==> config.mk <==
export PLATFORM = sky130hd
export DESIGN_NAME = controlador_cajero
export DESIGN_NICKNAME = d
export VERILOG_FILES = /design/src/rtl/cajero_pkg.sv /design/src/rtl/detector_flanco.sv /design/src/rtl/controlador_cajero.sv
export SDC_FILE = /design/constraint.sdc
export NUM_CORES = 1
export LEC_CHECK = 0
export CELL_PAD_IN_SITES_DETAIL_PLACEMENT = 1
export CELL_PAD_IN_SITES_GLOBAL_PLACEMENT = 1
export CORE_MARGIN = 10
export CORE_UTILIZATION = 30
export DETAILED_ROUTE_END_ITERATION = 7
export GPL_TIMING_DRIVEN = 0
export PLACE_DENSITY_LB_ADDON = 0.3
export SYNTH_ARGS = -nofsm -noshare
export SYNTH_HDL_FRONTEND = slang
export SYNTH_SLANG_ARGS = --single-unit
==> constraint.sdc <==
create_clock -name clk -period 5.4 [get_ports clk]
set_input_delay 1.08 -clock clk [delete_from_list [all_inputs] [get_ports clk]]
set_output_delay 1.08 -clock clk [all_outputs]
set_load 0.02 [all_outputs]
==> src/rtl/cajero_pkg.sv <==
// Shared types and constants for the controlador_cajero ATM controller.
package cajero_pkg;

    localparam int         ANCHO_BALANCE  = 64;
    localparam logic       TRANS_DEPOSITO = 1'b0;
    localparam logic       TRANS_RETIRO   = 1'b1;
    localparam logic       TARJETA_PROPIA = 1'b1;
    localparam logic [1:0] MAX_INTENTOS   = 2'd3;

    typedef enum logic [2:0] {
        ESPERANDO_TARJETA = 3'd0,
        ESPERANDO_PIN     = 3'd1,
        VALIDANDO         = 3'd2,
        ESPERANDO_TRANS   = 3'd3,
        PROCESANDO        = 3'd4,
        FIN               = 3'd5,
        BLOQUEADO         = 3'd6
    } estado_t;

    // Deposits clamp at the all-ones balance instead of wrapping.
    function automatic logic [ANCHO_BALANCE-1:0] sumar_saturado(
        input logic [ANCHO_BALANCE-1:0] a,
        input logic [31:0]              b
    );
        logic [ANCHO_BALANCE:0] suma;
        suma = {1'b0, a} + {{(ANCHO_BALANCE-31){1'b0}}, b};
        return suma[ANCHO_BALANCE] ? '1 : suma[ANCHO_BALANCE-1:0];
    endfunction

endpackage

==> src/rtl/detector_flanco.sv <==
// Rising-edge detector: flanco is high while senal is 1 and was 0 at the previous clock edge.
module detector_flanco (
    input  logic clk,
    input  logic reset,
    input  logic senal,
    output logic flanco
);

    logic previa;

    always_ff @(posedge clk or negedge reset) begin
        if (!reset) previa <= 1'b0;
        else        previa <= senal;
    end

    assign flanco = senal & ~previa;

endmodule

==> src/rtl/controlador_cajero.sv <==
// ATM controller: card, 4-digit PIN with lockout after three failures, one deposit or withdrawal per session.
// Defining CONTROLADOR_CAJERO_COMISION_EN adds a fee to foreign-card withdrawals.
module controlador_cajero
    import cajero_pkg::*;
#(
    parameter logic [ANCHO_BALANCE-1:0] BALANCE_INICIAL = 64'd1000,
    parameter logic [31:0]              MONTO_COMISION  = 32'd5
) (
    input  logic        clk,
    input  logic        reset,
    input  logic        TARJETA_RECIBIDA,
    input  logic        TIPO_DE_TARJETA,
    input  logic [15:0] PIN,
    input  logic [3:0]  DIGITO,
    input  logic        DIGITO_STB,
    input  logic        TIPO_TRANS,
    input  logic [31:0] MONTO,
    input  logic        MONTO_STB,
    output logic        PIN_INCORRECTO,
    output logic        ADVERTENCIA,
    output logic        BLOQUEO,
    output logic        BALANCE_ACTUALIZADO,
    output logic        ENTREGAR_DINERO,
    output logic        FONDOS_INSUFICIENTES,
    output logic        COMISION,
    output logic [2:0]  estado
);

    estado_t                  est, est_sig;
    logic                     tipo_tarjeta, tipo_tarjeta_sig;
    logic [2:0]               cnt_dig, cnt_dig_sig;
    logic [15:0]              buffer, buffer_sig;
    logic [1:0]               intentos, intentos_sig, intentos_mas;
    logic [31:0]              monto_reg, monto_sig;
    logic                     tipo_trans_reg, tipo_trans_sig;
    logic [ANCHO_BALANCE-1:0] balance, balance_sig, costo;
    logic                     pin_inc_sig, adv_sig, bloq_sig;
    logic                     act_sig, entregar_sig, fondos_sig, comision_sig;
    logic                     flanco_digito, flanco_monto;
    logic                     aplica_comision;

    detector_flanco u_flanco_digito (
        .clk    (clk),
        .reset  (reset),
        .senal  (DIGITO_STB),
        .flanco (flanco_digito)
    );

    detector_flanco u_flanco_monto (
        .clk    (clk),
        .reset  (reset),
        .senal  (MONTO_STB),
        .flanco (flanco_monto)
    );

`ifdef CONTROLADOR_CAJERO_COMISION_EN
    assign aplica_comision = (tipo_tarjeta != TARJETA_PROPIA);
`else
    assign aplica_comision = 1'b0;
    logic unused_tarjeta;
    assign unused_tarjeta = tipo_tarjeta ^ TARJETA_PROPIA;
`endif

    assign costo = {{(ANCHO_BALANCE-32){1'b0}}, monto_reg}
                 + (aplica_comision ? {{(ANCHO_BALANCE-32){1'b0}}, MONTO_COMISION} : '0);
    assign intentos_mas = intentos + 2'd1;
    assign estado = est;

    always_comb begin
        est_sig          = est;
        tipo_tarjeta_sig = tipo_tarjeta;
        cnt_dig_sig      = cnt_dig;
        buffer_sig       = buffer;
        intentos_sig     = intentos;
        monto_sig        = monto_reg;
        tipo_trans_sig   = tipo_trans_reg;
        balance_sig      = balance;
        adv_sig          = ADVERTENCIA;
        bloq_sig         = BLOQUEO;
        pin_inc_sig      = 1'b0;
        act_sig          = 1'b0;
        entregar_sig     = 1'b0;
        fondos_sig       = 1'b0;
        comision_sig     = 1'b0;

        unique case (est)
            ESPERANDO_TARJETA: begin
                if (TARJETA_RECIBIDA) begin
                    tipo_tarjeta_sig = TIPO_DE_TARJETA;
                    cnt_dig_sig      = 3'd0;
                    est_sig          = ESPERANDO_PIN;
                end
            end
            ESPERANDO_PIN: begin
                if (!TARJETA_RECIBIDA) begin
                    est_sig = ESPERANDO_TARJETA;
                end else if (flanco_digito) begin
                    buffer_sig  = {buffer[11:0], DIGITO};
                    cnt_dig_sig = cnt_dig + 3'd1;
                    if (cnt_dig == 3'd3) est_sig = VALIDANDO;
                end
            end
            VALIDANDO: begin
                if (!TARJETA_RECIBIDA) begin
                    est_sig = ESPERANDO_TARJETA;
                end else if (buffer == PIN) begin
                    intentos_sig = 2'd0;
                    est_sig      = ESPERANDO_TRANS;
                end else begin
                    intentos_sig = intentos_mas;
                    pin_inc_sig  = 1'b1;
                    if (intentos_mas == 2'd2) adv_sig = 1'b1;
                    if (intentos_mas == MAX_INTENTOS) begin
                        bloq_sig = 1'b1;
                        est_sig  = BLOQUEADO;
                    end else begin
                        cnt_dig_sig = 3'd0;
                        est_sig     = ESPERANDO_PIN;
                    end
                end
            end
            ESPERANDO_TRANS: begin
                if (!TARJETA_RECIBIDA) begin
                    est_sig = ESPERANDO_TARJETA;
                end else if (flanco_monto) begin
                    monto_sig      = MONTO;
                    tipo_trans_sig = TIPO_TRANS;
                    est_sig        = PROCESANDO;
                end
            end
            PROCESANDO: begin
                unique case (tipo_trans_reg)
                    TRANS_DEPOSITO: begin
                        balance_sig = sumar_saturado(balance, monto_reg);
                        act_sig     = 1'b1;
                    end
                    TRANS_RETIRO: begin
                        if (costo > balance) begin
                            fondos_sig = 1'b1;
                        end else begin
                            balance_sig  = balance - costo;
                            act_sig      = 1'b1;
                            entregar_sig = 1'b1;
                            comision_sig = aplica_comision;
                        end
                    end
                endcase
                est_sig = FIN;
            end
            FIN: begin
                if (!TARJETA_RECIBIDA) begin
                    adv_sig      = 1'b0;
                    intentos_sig = 2'd0;
                    est_sig      = ESPERANDO_TARJETA;
                end
            end
            BLOQUEADO: begin
                est_sig = BLOQUEADO;
            end
            default: begin
                est_sig = ESPERANDO_TARJETA;
            end
        endcase
    end

    always_ff @(posedge clk or negedge reset) begin
        if (!reset) begin
            est                  <= ESPERANDO_TARJETA;
            tipo_tarjeta         <= 1'b0;
            cnt_dig              <= 3'd0;
            buffer               <= 16'd0;
            intentos             <= 2'd0;
            monto_reg            <= 32'd0;
            tipo_trans_reg       <= 1'b0;
            balance              <= BALANCE_INICIAL;
            PIN_INCORRECTO       <= 1'b0;
            ADVERTENCIA          <= 1'b0;
            BLOQUEO              <= 1'b0;
            BALANCE_ACTUALIZADO  <= 1'b0;
            ENTREGAR_DINERO      <= 1'b0;
            FONDOS_INSUFICIENTES <= 1'b0;
            COMISION             <= 1'b0;
        end else begin
            est                  <= est_sig;
            tipo_tarjeta         <= tipo_tarjeta_sig;
            cnt_dig              <= cnt_dig_sig;
            buffer               <= buffer_sig;
            intentos             <= intentos_sig;
            monto_reg            <= monto_sig;
            tipo_trans_reg       <= tipo_trans_sig;
            balance              <= balance_sig;
            PIN_INCORRECTO       <= pin_inc_sig;
            ADVERTENCIA          <= adv_sig;
            BLOQUEO              <= bloq_sig;
            BALANCE_ACTUALIZADO  <= act_sig;
            ENTREGAR_DINERO      <= entregar_sig;
            FONDOS_INSUFICIENTES <= fondos_sig;
            COMISION             <= comision_sig;
        end
    end

endmodule

# After elaboration in Yosys (flattened, before gate mapping)
# Index checks and enable logic that the tools add are counted.
# totals
out_inout_bits,10
register_bits,129
elab_cells,100
in_bits,59
# op_classes
muxes,41
add_sub_neg,4
n_bitwise,6
order_cmp,1
reduce_logical,11
eq_ne,22
# ops
operator,count
$mux W64,2
$pmux W64 S2,1
$add A64 B32 Y65,1
$gt A32 B64 Y1,1
$sub A64 B32 Y64,1
$mux W3,16
$pmux W3 S7,1
$ne A2 B2 Y1 const B,9
$eq A16 B16 Y1,1
$mux W1,14
$reduce_and A5 Y1,2
$eq A3 B2 Y1 const B,3
$eq A3 B3 Y1 const B,3
$ne A3 B3 Y1 const B,3
$pmux W3 S3,1
$reduce_and A3 Y1,3
$reduce_and A7 Y1,1
$mux W2,3
$eq A2 B2 Y1 const B,2
$not A1 Y1,4
$pmux W1 S2,2
$pmux W2 S2,1
$reduce_and A4 Y1,1
$add A3 B1 Y3 const B,1
7 further kinds,8

# Longest topological paths before layout
# Gate-level depths: netlist of run 1.
# logic_depth
word_depth,6
mapped_depth,15
depth_no_buf,14

# By module
# A second synthesis of run 1 with hierarchy kept.
# hier_totals
hier_cells,1303
hier_area_um2,10730.3
# by_module_without_submodules
module,seq_area_each_um2,area_per_inst_um2,cells_each,n_inst
controlador_cajero,3185.6,10652.7,1299,1
detector_flanco,25.0,38.8,2,2

# Least setup slack after synthesis of run 1
# OpenSTA, ideal clock, no wires.
# synth_path
path_type,register to register
start,reg balance[7]
end,reg balance[60]
n_path_buf,1
required_time_ps,5308
slack_ps,1806
period_less_slack_ps,3594
t_arrival_ps,3502
path_stages_with_launch,12
path_cell_list,dfstp_2 ha_1 buf_6 nor2b_1 or4_4 a311oi_2 nor3_1 o31a_1 or4_4 or4_1 a21o_1 o31ai_2
# synth_between
elab_chain_len,3
word_cells_on_any_way,8
classes_between,add/sub (2); order compare (1); eq/ne (1); mux (3); reduce/logical (1)
# synth_rtl
element,line,text
"start, declared",controlador_cajero.sv:36,"logic [ANCHO_BALANCE-1:0] balance, balance_sig, costo;"
"start signal, assigned",controlador_cajero.sv:191,balance <= balance_sig;
"$sub A64 B32 Y64, or another cell as far along",controlador_cajero.sv:141,balance_sig = balance - costo;
"$mux W64, or another cell as far along",controlador_cajero.sv:138,if (costo > balance) begin
$pmux W64 S2 or $reduce_and A2 Y1 (tied branches),n/a,
# Parallel ways exist; a longest one is shown, timed or not. The select of a mux whose other input is x is not followed.
# A chain may end at the register's enable or synchronous reset.

# Worst setup path in the final report of run 1
# layout_path
start,reg balance[7]
end,reg balance[41]
# The elaborated chain is that of the path after synthesis.

==> results of run 1 <==
final cells by class:
| type | instances | area (um^2) | share of cell area [%] |
|---|---|---|---|
| buffer | 85 | 332.8 | 2.646 |
| clock buffer | 17 | 425.4 | 3.382 |
| clock inverter | 14 | 155.1 | 1.233 |
| inverter | 85 | 319.1 | 2.537 |
| multi-input combinational | 1000 | 6844 | 54.41 |
| sequential | 129 | 3236 | 25.72 |
| tap | 461 | 576.8 | 4.586 |
| timing repair buffer | 67 | 689.4 | 5.481 |
metal layers:
metal / up-vias / routed length, um / GRT usage, %
met5: - / 10 / 0
met4: 2 / 845 / 5.855
met3: 50 / 2086 / 3.087
met2: 292 / 18480 / 28.99
met1: 5352 / 18980 / 24.73
li1: 4893 / - / -
cell usage after synthesis, types with 10 or more instances:
cell type and n:
nor3_1 37, buf_1 10, mux2_2 64, xnor2_1 35, nor2_1 98, a31oi_1 12, nand3_1 38, nand2b_1 13
ha_1 68, clkbuf_1 71, dfrtp_1 123, nand2_1 111, or3_1 12, mux2i_1 13, and3_1 13, nand3b_1 10
o211ai_1 16, a211oi_1 17, o21bai_1 14, nand4_1 17, inv_1 82, xor2_1 22, a21oi_1 94, a21o_1 22
nor2b_1 16, o21ai_0 59, nor4_1 25, o31ai_1 18, a221oi_1 19
worst min-delay path by stage:
| stage | start | to | cells after the start |
|---|---|---|---|
| after floorplan | balance[7]$_DFFE_PN1P_ | balance[7]$_DFFE_PN1P_ | 2 |
| after global placement | BLOQUEO$_DFFE_PN0P_ | BLOQUEO$_DFFE_PN0P_ | 1 |
| after detailed placement | BLOQUEO$_DFFE_PN0P_ | BLOQUEO$_DFFE_PN0P_ | 1 |
| after CTS | BLOQUEO$_DFFE_PN0P_ | BLOQUEO$_DFFE_PN0P_ | 1 |
| after global routing | BLOQUEO$_DFFE_PN0P_ | BLOQUEO$_DFFE_PN0P_ | 1 |
| final | BLOQUEO$_DFFE_PN0P_ | BLOQUEO$_DFFE_PN0P_ | 1 |
worst register-to-register path, cell delays in order (launching register included):
cell and delay (ns):
dfstp_2 0.58, ha_1 0.25, buf_6 0.14, nor2b_1 0.14
or4_4 0.49, a311oi_2 0.34, nor3_1 0.23, o31a_1 0.42
clkbuf_1 0.30, o21ai_1 1.02, clkbuf_1 0.78, o21ai_0 0.23
a22oi_1 0.22
per-stage QoR:
stage | utilization [%] | setup TNS (ns) | setup slack, ns | hold WS [ns] | instances
floorplan | - | 0 | 1.806 | 0.4467 | 1299
finish | 35.54 | 0 | 0.1725 | 0.4694 | 1858
global route | 35.54 | 0 | 0.06019 | 0.5005 | 1858
global placement | 33.81 | -321.28 | -2.605 | 0.4488 | 1826
detailed placement | 33.90 | 0 | 0.3647 | 0.4633 | 1827
CTS | 35.54 | 0 | 0.3441 | 0.4776 | 1858
cell families (layout without fill, tap and decap cells):
logic type | count (synthesis) | after routing
flip-flops | 129 | 129
multiplexers | 77 | 77
buffers and inverters | 170 | 268
adder cells (fa/ha/maj) | 70 | 70
XOR/XNOR | 57 | 57
AO/OA/AOI/OAI | 363 | 363
AND/OR/NAND/NOR | 432 | 432
other | 1 | 1
power by group through the flow:
stage / Sequential [uW] / Clock, uW / Combinational (uW)
global route: 1790 / 1270 / 6750
floorplan: 1650 / 0 / 4290
finish: 1730 / 1190 / 6170
global placement: 1730 / 0 / 5920
detailed placement: 1750 / 0 / 6020
CTS: 1730 / 1220 / 6070
==> summary.txt, run 1 <==
Critical path
  – Crit path from: balance[7]$_DFFE_PN1P_
  – CP Buf/Inv Count: 3
  – Crit path max-delay cell type: o21ai_1
  – Largest fanout on the critical path: 10
  – Reg-to-Reg Start: balance[7]$_DFFE_PN1P_
  – Critical-path cell list: ha_1, buf_6, nor2b_1, or4_4, a311oi_2, nor3_1, o31a_1, clkbuf_1, o21ai_1, clkbuf_1, o21ai_0, a22oi_1
  – WP data arrival: 5.60 ns
  – Worst setup EP type: flop
  – CP top delay family: compound AO/OA/AOI/OAI gates
  – Critical path launch point type: flop
  – Worst path depth: 12
  – Max incr delay on CP: 1.02 ns
  – Worst r2r path cells: 12
  – Worst r2r dst: balance[41]$_DFFE_PN0P_
  – Setup crit end: balance[41]$_DFFE_PN0P_
  – CP Class: flop to flop
  – Critical path required time: 5.77 ns
  – Reg2reg setup slack: 0.17 ns
  – CP most frequent cell: clkbuf_1

Synth
  – Post-synth EDFFs: 0
  – Mux cell area share after synthesis: 7.928%
  – Async set-reset flop share out of synthesis: 100.0%
  – Sequential share of the synthesized area: 30.15%
  – Post-synthesis simple-gate area fraction: 20.14%
  – Yosys Warn Count: 0
  – Post-Syn Instances: 1299
  – Post-synthesis adder-cell area fraction: 8.301%
  – Netlist Area Pre-Place: 10730 um^2
  – Largest family of logic cells by synthesized area: compound AO/OA/AOI/OAI gates
  – Cell taking the most area after synthesis: dfrtp_1
  – Yosys cell types: 73
  – Top_reg_cell synth: dfrtp_1
  – Syn nets: 1428
  – Synth Area in Compound Gates: 22.72%
  – Flops & latches, synth: 129
  – Xor and xnor fraction of the mapped netlist area: 4.652%
  – Syn Area/Cell: 8.261 um^2
  – Synth top area share: 28.68%
  – Synth area leaders: dfrtp_1 29%, ha_1 7.9%, mux2_2 6.7%

Routing
  – Number of remaining DRC errors: 0
  – Detailed Route WL: 40400 um
  – Vias: 10589
  – DR vias/cell: 5.699
  – Routed Antenna Nets: 0
  – Initial drt markers: 833
  – Routed wire length per instance: 21.74 um
  – First-pass DRT Iterations: 5

Timing
  – Skew final: 0.01385 ns
  – Final Hold Fails: 0
  – Setup violators final: 0
  – RSZ-0062 raised after global routing: no
  – Worst-Margin Slew: 1.362 ns
  – Min cycle time layout: 5.227 ns
  – Final period util: 96.81%
  – FMAX: 191.3 MHz
  – Final Max Tran Viols: 0
  – Rel. slew slack: 8.387%

Clock tree
  – Post_cts resized: 0
  – Hold buffer count at cts: 0
  – CTS buffer count: 17
  – TritonCTS clock tree: built
  – Clock Sinks: 129
  – Root Driver: clkbuf_16
  – Clk_lat worst skew: 0.45 ns
  – Setup Buffers After CTS: 0
  – Max Buffers Root-to-Sink: 2
  – CTS H-tree lvls: 4
  – Clock-pin slew on the worst setup and hold paths: 0.07 ns

Die
  – Starting Density: 30.32%
  – Rows: 69
  – Chip width: 209.1 um
  – Die height: 209.1 um
  – # IOs: 69
  – Die outline area: 43740 um^2
  – Core Area: 35400 um^2

Power and ir drop
  – Clk pwr share: 13.1%
  – Comb pwr share: 67.8%
  – Worst ir drop on vdd: 0.3468 mV
  – Power Total: 9090 uW
  – Seq pwr share: 19.0%
  – Internal Pwr Total: 4242 uW
  – Sw frac: 53.33%
  – Pwr per Cell Area: 722.6 nW/um^2
  – Net load switching power: 4847 uW
  – Leak Pwr: 0.005271 uW

Final layout
  – Layout cell share with drive strength beyond 1: 8.948%
  – Syn-to-layout area delta: 17.21%
  – Commonest cells after routing, fill and taps aside: 123 x dfrtp_1, 111 x nand2_1, 98 x nor2_1
  – Fillers: 4253
  – Max reg flops: 64
  – Layout net count: 1514
  – # diodes: 0
  – Fin area: 12580 um^2
  – Commonest non-fill, non-tap cell in the layout: dfrtp_1

Job
  – Max Cap Viol: 0

Min path
  – Hold WC Path Type: flop to flop

Global route
  – Initial antenna violation count: 1
  – Remaining Overflow, GRT: 0
  – Vias in the first global route: 10904
  – GRT Total Usage: 18.29%
  – First-pass GRT wire length: 63460 um
  – Largest net degree at the start of global routing: 75

Placed design
  – Placed cell areas: 12000 um^2
  – RePlAce Congestion: 0.9040
  – Port Buffer Count: 66
  – DP HPWL: 30270 um

Status
  – Status: finished clean
(Power assumes the default switching activity.)
==> run 2, diff against run 1 <==
- CORE_UTILIZATION: 30 -> 50
- TNS_END_PERCENT: default -> 10
==> summary.txt, run 2 (same netlist as run 1, synthesis figures left out) <==
Final layout
  – Fin area: 12380 um^2 (was 12580 um^2)
  – Commonest cells after routing, fill and taps aside: 123 x dfrtp_1, 111 x nand2_1, 98 x nor2_1 (unchanged)
  – Max reg flops: 64 (unchanged)
  – Syn-to-layout area delta: 15.36% (was 17.21%)
  – Layout net count: 1514 (unchanged)
  – Commonest non-fill, non-tap cell in the layout: dfrtp_1 (unchanged)
  – Post-route insts no fill: 1673 (was 1858)
  – Fillers: 2521 (was 4253)
  – # diodes: 0 (unchanged)
  – Layout cell share with drive strength beyond 1: 9.013% (was 8.948%)

Global route
  – Vias in the first global route: 11714 (was 10904)
  – GRT Total Usage: 28.89% (was 18.29%)
  – First-pass GRT wire length: 65340 um (was 63460 um)
  – Initial antenna violation count: 0 (was 1)
  – Remaining Overflow, GRT: 0 (unchanged)
  – Largest net degree at the start of global routing: 85 (was 75)

Status
  – Status: finished clean (unchanged)

Timing
  – Setup violators final: 0 (unchanged)
  – Skew final: 0.01002 ns (was 0.01385 ns)
  – FMAX: 191.1 MHz (was 191.3 MHz)
  – Final Hold Fails: 0 (unchanged)
  – RSZ-0062 raised after global routing: no (unchanged)
  – Final period util: 96.92% (was 96.81%)
  – Final Max Tran Viols: 0 (unchanged)
  – Min cycle time layout: 5.234 ns (was 5.227 ns)
  – Rel. slew slack: 10.48% (was 8.387%)
  – Worst-Margin Slew: 1.334 ns (was 1.362 ns)
  – Final WS setup: 0.1663 ns (was 0.1725 ns)

Clock tree
  – Clock-pin slew on the worst setup and hold paths: 0.07 ns (about the same)
  – CTS H-tree lvls: 4 (unchanged)
  – Hold buffer count at cts: 0 (unchanged)
  – CTS buffer count: 17 (unchanged)
  – TritonCTS clock tree: built (unchanged)
  – Max Buffers Root-to-Sink: 2 (unchanged)
  – Root Driver: clkbuf_16 (unchanged)
  – Clock Sinks: 129 (unchanged)
  – Clk_lat worst skew: 0.45 ns (about the same)
  – Post_cts resized: 0 (unchanged)
  – Setup Buffers After CTS: 0 (unchanged)

Die
  – Rows: 53 (was 69)
  – Chip width: 166.5 um (was 209.1 um)
  – Die height: 166.5 um (was 209.1 um)
  – Die outline area: 27720 um^2 (was 43740 um^2)
  – # IOs: 69 (unchanged)
  – Core Area: 21090 um^2 (was 35400 um^2)
  – Starting Density: 50.89% (was 30.32%)

Routing
  – Detailed Route WL: 41220 um (was 40400 um)
  – Number of remaining DRC errors: 0 (unchanged)
  – Routed wire length per instance: 24.64 um (was 21.74 um)
  – First-pass DRT Iterations: 5 (unchanged)
  – Vias: 11099 (was 10589)
  – Routed Antenna Nets: 0 (unchanged)
  – Initial drt markers: 1111 (was 833)
  – DR vias/cell: 6.634 (was 5.699)

Power and ir drop
  – Pwr per Cell Area: 755.5 nW/um^2 (was 722.6 nW/um^2)
  – Power Total: 9353 uW (was 9090 uW)
  – Leak Pwr: 0.005281 uW (was 0.005271 uW)
  – Worst ir drop on vdd: 0.3815 mV (was 0.3468 mV)

Critical path
  – Critical path launch point type: flop (unchanged)
  – Worst setup EP type: flop (unchanged)
  – Critical path required time: 5.76 ns (was 5.77 ns)
  – WP data arrival: 5.59 ns (was 5.60 ns)
  – CP Buf/Inv Count: 3 (unchanged)
  – CP Class: flop to flop (unchanged)
  – Largest fanout on the critical path: 10 (unchanged)
  – Max incr delay on CP: 0.96 ns (was 1.02 ns)
  – CP most frequent cell: clkbuf_1 (unchanged)
  – CP top delay family: compound AO/OA/AOI/OAI gates (unchanged)
  – Crit path max-delay cell type: o21ai_1 (unchanged)
  – Critical-path cell list: ha_1, buf_6, nor2b_1, or4_4, a311oi_2, nor3_1, o31a_1, clkbuf_1, o21ai_1, clkbuf_1, o21ai_0, a22oi_1 (unchanged)

Job
  – Max Cap Viol: 0 (unchanged)

Placed design
  – RePlAce Congestion: 0.9417 (was 0.9040)
  – Inst Count DP: 1641 (was 1827)
  – Pre-CTS setup slack: 0.4585 ns (was 0.3647 ns)
  – Placed cell areas: 11770 um^2 (was 12000 um^2)
  – DP HPWL: 29830 um (was 30270 um)
  – Port Buffer Count: 66 (unchanged)

Min path
  – Hold WC Path Type: flop to flop (unchanged)
==> run 2: changes by cell type in the layout (fill, tap and decap cells not counted), sizes merged <==
cell,delta
inv,+5
clkinvlp,+1
clkinv,-5
==> run 2: metrics by stage <==
step | setup TNS (ns) | util [%] | hold slack, ns
after floorplan | 0 | - | 0.4467
after global placement | -251.05 | 55.65 | 0.4435
after detailed placement | 0 | 55.79 | 0.4495
after CTS | 0 | 58.70 | 0.4711
after global routing | 0 | 58.70 | 0.4950
final | 0 | 58.70 | 0.4688
==> run 2: final timing paths <==
kind,slack [ns],end,from,cells after the start
worst max-delay path,0.17,balance[41]$_DFFE_PN0P_,balance[7]$_DFFE_PN1P_,12
worst min-delay path,0.47,BLOQUEO$_DFFE_PN0P_,BLOQUEO$_DFFE_PN0P_,1
worst max register to register,0.17,balance[41]$_DFFE_PN0P_,balance[7]$_DFFE_PN1P_,12
worst min register to register,0.47,BLOQUEO$_DFFE_PN0P_,BLOQUEO$_DFFE_PN0P_,1
max in group asynchronous,4.03,balance[3]$_DFFE_PN1P_,reset,2
min in group asynchronous,0.56,monto_reg[24]$_DFFE_PN0P_,reset,1
==> run 2: worst register-to-register path: stages, from the launching register on <==
cell and delay, ns:
dfstp_2 0.58, ha_1 0.26, buf_6 0.15, nor2b_1 0.15
or4_4 0.50, a311oi_2 0.38, nor3_1 0.23, o31a_1 0.42
clkbuf_1 0.33, o21ai_1 0.96, clkbuf_1 0.70, o21ai_0 0.25
a22oi_1 0.23
==> run 2: per-layer routing <==
metal  up-vias  part of all wire (%)  GRT usage (%)
li1       4914                     -              -
met1      5511                    41          35.12
met2       527                    47          47.67
met3       147                   7.6          5.860
met4         0                   4.7          14.36
met5         -                     0              0
==> run 2: cell type report <==
type	count	area, um^2	share of cell area [%]
timing repair buffer	67	689.4	5.569
tap	275	344.1	2.779
clock inverter	15	188.9	1.526
clock buffer	17	425.4	3.436
multi-input combinational	1000	6844	55.29
buffer	85	332.8	2.688
sequential	129	3236	26.14
inverter	85	319.1	2.577
==> run 2: power by group <==
group / switching [uW] / internal (uW) / total [uW]
clock network: 569 / 705 / 1270
logic: 4120 / 2200 / 6320
registers: 390 / 1370 / 1760
==> run 3, diff against run 2 <==
- HOLD_SLACK_MARGIN: default -> 0.02
- PLACE_DENSITY: default -> 0.93
- PLACE_DENSITY_LB_ADDON: 0.3 -> default
==> summary.txt, run 3 (same netlist as run 1, synthesis figures left out) <==
Clock tree
  – Max Buffers Root-to-Sink: 2 (unchanged)
  – Hold buffer count at cts: 0 (unchanged)
  – CTS H-tree lvls: 4 (unchanged)
  – Post_cts resized: 0 (unchanged)
  – Clock Sinks: 129 (unchanged)
  – Clk_lat worst skew: 0.45 ns (about the same)
  – Setup Buffers After CTS: 0 (unchanged)
  – Root Driver: clkbuf_16 (unchanged)
  – Clock-pin slew on the worst setup and hold paths: 0.07 ns (about the same)
  – CTS buffer count: 17 (unchanged)
  – TritonCTS clock tree: built (unchanged)

Final layout
  – Layout cell share with drive strength beyond 1: 9.013% (unchanged)
  – Fin area: 12360 um^2 (was 12380 um^2)
  – Layout net count: 1514 (unchanged)
  – Utilization after layout: 58.60% (was 58.70%)
  – Syn-to-layout area delta: 15.15% (was 15.36%)
  – Commonest non-fill, non-tap cell in the layout: dfrtp_1 (unchanged)
  – Post-route insts no fill: 1673 (unchanged)
  – Max reg flops: 64 (unchanged)
  – Commonest cells after routing, fill and taps aside: 123 x dfrtp_1, 111 x nand2_1, 98 x nor2_1 (unchanged)
  – Register area: 3236 um^2 (unchanged)
  – # diodes: 0 (unchanged)
  – Fillers: 2559 (was 2521)
  – Multi-input logic area: 6844 um^2 (unchanged)

Timing
  – FMAX: 192.8 MHz (was 191.1 MHz)
  – Final Hold Fails: 0 (unchanged)
  – Final WS setup: 0.2132 ns (was 0.1663 ns)
  – Final period util: 96.05% (was 96.92%)
  – Min cycle time layout: 5.187 ns (was 5.234 ns)
  – Setup TNS after final layout: 0 ns (unchanged)
  – RSZ-0062 raised after global routing: no (unchanged)
  – Skew final: 0.01235 ns (was 0.01002 ns)
  – Rel. slew slack: 4.951% (was 10.48%)
  – Worst-Margin Slew: 1.390 ns (was 1.334 ns)
  – Setup violators final: 0 (unchanged)
  – Final Max Tran Viols: 0 (unchanged)

Power and ir drop
  – Sw frac: 54.81% (was 54.32%)
  – Worst ir drop on vdd: 0.4084 mV (was 0.3815 mV)
  – Net load switching power: 5075 uW (was 5080 uW)
  – Leak Pwr: 0.005267 uW (was 0.005281 uW)
  – Internal Pwr Total: 4183 uW (was 4273 uW)
  – Comb pwr share: 68.2% (was 67.6%)
  – Clk pwr share: 12.9% (was 13.6%)
  – Pwr per Cell Area: 749.2 nW/um^2 (was 755.5 nW/um^2)
  – Seq pwr share: 18.9% (was 18.8%)

Routing
  – Number of remaining DRC errors: 0 (unchanged)
  – Detailed Route WL: 40780 um (was 41220 um)
  – Metal3 WL: 3350 um (was 3153 um)
  – Met1 WL: 16090 um (was 16740 um)
  – Routed wire length per instance: 24.37 um (was 24.64 um)
  – First-pass DRT Iterations: 6 (was 5)
  – DR vias/cell: 6.684 (was 6.634)
  – Routed Antenna Nets: 0 (unchanged)
  – Initial drt markers: 1154 (was 1111)
  – Vias: 11182 (was 11099)
  – Met2 wire len: 19480 um (was 19410 um)
  – Top sig layer: met4 (unchanged)

Die
  – Die height: 166.5 um (unchanged)
  – # IOs: 69 (unchanged)
  – Die outline area: 27720 um^2 (unchanged)
  – Chip width: 166.5 um (unchanged)
  – Rows: 53 (unchanged)
  – Starting Density: 50.89% (unchanged)
  – Core Area: 21090 um^2 (unchanged)

Min path
  – Worst hold stages: 2 (was 1)
  – Hold WC Path Type: flop to flop (unchanged)
  – WHS Endpoint: balance[7]$_DFFE_PN1P_ (was BLOQUEO$_DFFE_PN0P_)
  – Min-delay src: balance[7]$_DFFE_PN1P_ (was BLOQUEO$_DFFE_PN0P_)

Status
  – Status: finished clean (unchanged)

Critical path
  – Critical path required time: 5.76 ns (about the same)
  – WP data arrival: 5.55 ns (was 5.59 ns)
  – Reg2reg setup slack: 0.21 ns (was 0.17 ns)
  – Worst setup EP type: flop (unchanged)
  – CP Class: flop to flop (unchanged)
  – Largest fanout on the critical path: 10 (unchanged)
  – Reg-to-Reg Start: balance[7]$_DFFE_PN1P_ (unchanged)
  – Critical path launch point type: flop (unchanged)
  – Worst r2r path cells: 12 (unchanged)
  – Worst r2r dst: balance[43]$_DFFE_PN0P_ (was balance[41]$_DFFE_PN0P_)

Placed design
  – Pre-CTS setup slack: 0.5178 ns (was 0.4585 ns)
  – Port Buffer Count: 66 (unchanged)
  – Inst Count DP: 1641 (unchanged)
  – RePlAce Congestion: 0.9853 (was 0.9417)
  – Placed cell areas: 11770 um^2 (unchanged)
  – DP HPWL: 30080 um (was 29830 um)

Global route
  – GRT Total Usage: 28.67% (was 28.89%)
  – Largest net degree at the start of global routing: 67 (was 85)
  – Remaining Overflow, GRT: 0 (unchanged)
  – Vias in the first global route: 11820 (was 11714)
  – First-pass GRT wire length: 65290 um (was 65340 um)
  – Initial antenna violation count: 0 (unchanged)

Job
  – Max Cap Viol: 0 (unchanged)
run 3: changes by cell type in the layout (fill, tap and decap cells not counted), sizes merged:
cell | before | now
bufinv | 2 | 0
inv | 93 | 91
clkinv | 3 | 7
run 3: power groups by stage:
stage | Combinational [uW] | Sequential [uW] | Clock, uW
finish | 6310 | 1750 | 1190
CTS | 6110 | 1740 | 1200
global placement | 5730 | 1710 | 0
floorplan | 4290 | 1650 | 0
global route | 6820 | 1800 | 1240
detailed placement | 6000 | 1760 | 0
run 3: critical path, stage by stage (launching register included):
cell	delay, ns
dfstp_2	0.58
ha_1	0.25
buf_6	0.15
nor2b_1	0.14
or4_4	0.49
a311oi_2	0.36
nor3_1	0.23
o31a_1	0.40
clkbuf_1	0.31
o21ai_1	1.01
clkbuf_1	0.71
o21ai_0	0.25
a22oi_1	0.21
run 3: routing by layer:
layer	up-vias	track usage, %
met2	621	48.24
met4	0	13.52
met1	5514	34.08
li1	4898	-
met5	-	0
met3	149	6.237
run 3: worst max-delay path by stage:
stage,start,cells after the start,endpoint
floorplan,balance[7]$_DFFE_PN1P_,11,balance[60]$_DFFE_PN0P_
global placement,reset,1,balance[49]$_DFFE_PN0P_
detailed placement,balance[7]$_DFFE_PN1P_,12,balance[43]$_DFFE_PN0P_
CTS,balance[7]$_DFFE_PN1P_,12,balance[43]$_DFFE_PN0P_
global route,monto_reg[31]$_DFFE_PN0P_,12,balance[23]$_DFFE_PN0P_
finish,balance[7]$_DFFE_PN1P_,12,balance[43]$_DFFE_PN0P_
run 3: cell type report:
type / instances / area share, %
plain buffers: 85 / 2.693
multi-input cells: 1000 / 55.39
clock buffers: 17 / 3.443
flip-flops and latches: 129 / 26.18
clock inverters: 15 / 1.347
repair buffers: 67 / 5.579
inverters: 85 / 2.582
well taps: 275 / 2.785
run 3: metrics by stage:
stage          hold WS, ns  total power (uW)
6_report            0.4974              9258
5_1_grt             0.5113              9866
4_1_cts             0.4931              9058
3_5_place_dp        0.4833              7755
3_3_place_gp        0.4402              7438
2_1_floorplan       0.4467              5935
